File: src/rtl/reg_hazard_tracker.sv
// rtl/reg_hazard_tracker.sv - ID-stage tracker of in-flight register writes driving forwarding selects and load-use stall
module reg_hazard_tracker #(
  parameter int REG_ADDR_WIDTH = 5,
  parameter int PIPE_DEPTH     = 3,
  parameter int LOAD_READY     = 1,
  parameter int CNT_WIDTH      = 16
) (
  input  logic                              clk,
  input  logic                              rst,
  input  logic                              flush,
  input  logic                              hold,
  input  logic                              id_valid,
  input  logic                              id_read_en_1,
  input  logic [REG_ADDR_WIDTH-1:0]         id_read_addr_1,
  input  logic                              id_read_en_2,
  input  logic [REG_ADDR_WIDTH-1:0]         id_read_addr_2,
  input  logic                              id_write_en,
  input  logic [REG_ADDR_WIDTH-1:0]         id_write_addr,
  input  logic                              id_is_load,
  output logic                              stall_req,
  output logic [$clog2(PIPE_DEPTH+1)-1:0]   fwd_sel_1,
  output logic [$clog2(PIPE_DEPTH+1)-1:0]   fwd_sel_2,
  output logic [CNT_WIDTH-1:0]              stall_count
);

  localparam int FSEL_W = $clog2(PIPE_DEPTH+1);

  logic [PIPE_DEPTH-1:0]     r_valid;
  logic [PIPE_DEPTH-1:0]     r_is_load;
  logic [REG_ADDR_WIDTH-1:0] r_addr [PIPE_DEPTH];
  logic [CNT_WIDTH-1:0]      r_stall_count;

  logic w_early_load_1;
  logic w_early_load_2;
  logic w_track;

  // Scan oldest to youngest so the youngest matching entry overwrites the result last.
  always_comb begin
    fwd_sel_1      = '0;
    fwd_sel_2      = '0;
    w_early_load_1 = 1'b0;
    w_early_load_2 = 1'b0;
    for (int i = PIPE_DEPTH-1; i >= 0; i--) begin
      if (id_read_en_1 && (id_read_addr_1 != '0) && r_valid[i] && (r_addr[i] == id_read_addr_1)) begin
        fwd_sel_1      = FSEL_W'(i + 1);
        w_early_load_1 = r_is_load[i] && (i < LOAD_READY);
      end
      if (id_read_en_2 && (id_read_addr_2 != '0) && r_valid[i] && (r_addr[i] == id_read_addr_2)) begin
        fwd_sel_2      = FSEL_W'(i + 1);
        w_early_load_2 = r_is_load[i] && (i < LOAD_READY);
      end
    end
  end

  assign stall_req   = id_valid && (w_early_load_1 || w_early_load_2);
  assign w_track     = id_valid && id_write_en && (id_write_addr != '0) && !stall_req;
  assign stall_count = r_stall_count;

  always_ff @(posedge clk or posedge rst) begin
    if (rst) begin
      r_valid       <= '0;
      r_is_load     <= '0;
      r_stall_count <= '0;
      for (int i = 0; i < PIPE_DEPTH; i++) begin
        r_addr[i] <= '0;
      end
    end else begin
      if (stall_req && !hold && (r_stall_count != '1)) begin
        r_stall_count <= r_stall_count + CNT_WIDTH'(1);
      end
      if (flush) begin
        r_valid <= '0;
      end else if (!hold) begin
        for (int i = PIPE_DEPTH-1; i > 0; i--) begin
          r_valid[i]   <= r_valid[i-1];
          r_addr[i]    <= r_addr[i-1];
          r_is_load[i] <= r_is_load[i-1];
        end
        // A stalled ID instruction re-presents next cycle, so EX receives a bubble now.
        r_valid[0]   <= w_track;
        r_addr[0]    <= id_write_addr;
        r_is_load[0] <= id_is_load;
      end
    end
  end

endmodule

File: config.mk
export PLATFORM = sky130hd
export DESIGN_NAME = reg_hazard_tracker
export DESIGN_NICKNAME = d
export VERILOG_FILES = /design/src/rtl/reg_hazard_tracker.sv
export SDC_FILE = /design/constraint.sdc
export NUM_CORES = 1
export LEC_CHECK = 0
export BUFFER_PORTS_ARGS = -buffer_cell sky130_fd_sc_hd__buf_2
export CAP_MARGIN = 10
export CELL_PAD_IN_SITES_DETAIL_PLACEMENT = 2
export CELL_PAD_IN_SITES_GLOBAL_PLACEMENT = 2
export CORE_ASPECT_RATIO = 0.6
export CORE_MARGIN = 3
export CORE_UTILIZATION = 30
export DETAILED_ROUTE_END_ITERATION = 6
export GPL_TIMING_DRIVEN = 0
export PLACE_DENSITY_LB_ADDON = 0.1
export SKIP_LAST_GASP = 1
export SLEW_MARGIN = 20
export SYNTH_ARGS = -nofsm -noshare
export SYNTH_HDL_FRONTEND = slang
export SYNTH_SLANG_ARGS = --single-unit
File: constraint.sdc
create_clock -name clk -period 3.3 [get_ports clk]
set_input_delay 0.66 -clock clk [delete_from_list [all_inputs] [get_ports clk]]
set_output_delay 0.66 -clock clk [all_outputs]
set_load 0.05 [all_outputs]
==> metrics.yaml <==
outcome:
  outcome: "completed"
yosys:
  synth_seq_cells: 35
  synth_area_per_cell_um2: 10.93
  syn_area_mm2: 0.001924
  async_flop_share_pct: 100.0
  synth_flop_cell: "dfrtp_1"
  synth_cell_type_count: 29
  seq_area_frac_synth_pct: 45.51
  ys_warn_count: 0
  synth_edf_count: 0
  synth_nets: 201
  synthCells: 176
sta:
  rsz0062_at_grt: "false"
  timing.fmax_mhz: 351.9
  skew_ns: 0.01056
  setup_tns_ns: 0
  min_period_ns: 2.842
  maxSlewHeadroom_pct: 48.65
  hold_viol_final: 0
  setup_viol: 0
  setup_ws_ns: 0.4584
  worstMarginPinSlew_ns: 0.7691
  slew_viol_final: 0
  min_period_over_period_pct: 86.11
placed_design:
  gp_congestion: 0.9133
  numPortBuffers: 44
  hpwl_um: 4569
  dp_slack_ns: 0.4434
  placed_area_mm2: 0.002245
power:
  vdd_drop_max_v: 0.0002194
  powerDensity_mw_per_mm2: 486.4
  p_leak_uw: 0.001109
worst_setup_path:
  crit_slowest_cell: "or4_1"
  crit_buf_inv: 2
  cp-end-kind: "primary output"
  cp.arrival_ns: 2.18
  cpLargestDelayFamily: "simple AND/OR/NAND/NOR gates"
  crit_path_cell_trace: "buf_2 -> or4_1 -> o21ai_2 -> nor3_2 -> or2_2 -> buf_2"
  cp_common_cell: "buf_2"
  worstPathRequired_ns: 2.64
  crit_fanout: 4
  cpPeakStageDelay_ns: 0.55
  crit_type: "in -> out"
  cp-start-kind: "input port"
  rrSetupSlack_ns: 1.27
routing:
  via_count: 1535
  drt_wl_total_um: 5619
  drt_pass1_iterations: 4
  drt_iter0_markers: 60
  avgViaCountPerCell: 4.984
  wire_per_inst_um: 18.24
  drc_errors: 0
  ant_nets: 0
clock_tree:
  cts.path.max_buffers: 2
  ctsHoldBuffers: 0
  cts_buffers: 5
  ctsResizeCount: 0
  clk-insertion-delay-late_ns: 0.30
  cts.sinks: 35
  cts_setup_buffers: 0
  clockRootBuffer: "clkbuf_8"
  cts_tree: "built"
  clk_pin_slew_ns: 0.09
  htreeDepth: 2
floorplanning:
  start_util_pct: 32.70
  core_area_mm2: 0.005886
  die_h_um: 68.04
  fp-row-count: 21
  die_area_mm2: 0.007443
  die_w_um: 109.4
  ioPinCount: 45
final_layout:
  diodes: 0
  fin_nets: 252
  drive_gt1_share_pct: 34.65
  area_growth_pct: 22.69
  fillers: 647
  final_cell_area_mm2: 0.002361
  final_cell_mix: "buf_2, dfrtp_1, xor2_1"
  final_common_cell: "buf_2"
  final_core_util_pct: 40.11
global_route:
  grt_pass1_vias: 1701
  grt_max_degree: 36
  antenna_found_initial: 0
  globalRouteOverflowTotal: 0
  grtUsageTotal_pct: 16.90
  grt_first_pass_wirelength_um: 9287
run:
  maxCapViolCount: 0
worst_hold_path:
  hp-class: "in -> async"
[cells in the mapped netlist, types with 2 or more instances]
library cell  number  area share (%)
dfrtp_1           35              46
xor2_1            27              12
xnor2_1           18             8.2
mux2_2            17             9.9
nor2_1            14             2.7
nand3_1           13             3.4
nor3_1             6             1.6
nand2_1            5            0.98
inv_1              4            0.78
nand4_1            4             1.3
nor4_1             4             1.3
and3_1             3            0.98
or2_2              3            0.98
or4_1              3             1.2
a211oi_1           2            0.78
mux2i_1            2             1.0
nor3_2             2             1.0
nor3b_1            2            0.78
o21ai_2            2            0.91
[state kept, by name (all words and copies together), names as in the netlist]
name	cells
stall_count	16
r_is_load	1
r_valid	3
r_addr	15
[per-layer routing]
metal,up-vias,global-route usage [%],wire length [µm]
li1,718,-,-
met5,-,0,0
met1,773,24.68,2953
met2,39,25.15,2392
met3,5,3.393,226
met4,0,5.132,47
[path summary, 6_finish.rpt]
check | from | end | cells past startpoint
setup / recovery | id_read_addr_1[1] | fwd_sel_1[0] | 6
hold / removal | rst | r_is_load[0] | 2
setup reg to reg | stall_count[0] | stall_count[10] | 7
hold reg to reg | stall_count[4] | stall_count[4] | 1
max in group asynchronous | rst | stall_count[11] | 2
min in group clk | stall_count[4] | stall_count[4] | 1
[per-stage QoR]
step | instances | hold WS (ns) | power [µW]
after global routing | 308 | 0.5286 | 1222
after detailed placement | 300 | 0.4958 | 755.3
final | 308 | 0.4981 | 1149
after floorplan | 176 | 0.4806 | 671.2
after CTS | 308 | 0.5101 | 1169
after global placement | 300 | 0.4745 | 740.9
[kinds of logic (layout without fill, tap and decap cells)]
kind of cell,Yosys count,count (layout),synth area share (%)
compound gates,8,8,3.576
buf+inv,6,58,1.560
simple gates,62,62,17.23
xor+xnor,45,45,20.48
flops,35,35,45.51
mux,19,19,10.99
fa+ha+maj,1,1,0.6501
[power breakdown]
group	total, µW	switching, µW	leakage [µW]	internal, µW
Combinational	189	83.2	0.000607	106
Clock	403	173	0.0000587	229
Sequential	557	81.3	0.000444	476
Total	1150	338	0.00111	811
[worst register-to-register path, stage by stage, from the launching register on]
cell     delay (ns)
dfrtp_1        0.44
ha_1           0.27
and3_1         0.21
a31oi_1        0.29
o21ai_4        0.16
buf_6          0.18
nor3_1         0.22
xor2_1         0.18
[final cells by class]
cell class | instances | area, µm² | share of cell area [%]
Sequential cell | 35 | 875.8 | 37.10
Buffer | 2 | 15.01 | 0.6359
Tap cell | 80 | 100.1 | 4.240
Multi-Input combinational cell | 135 | 1018 | 43.14
Timing Repair Buffer | 44 | 220.2 | 9.327
Clock inverter | 3 | 47.55 | 2.014
Clock buffer | 5 | 68.82 | 2.915
Inverter | 4 | 15.01 | 0.6359
No activity file was read; power rests on OpenSTA's default activity.
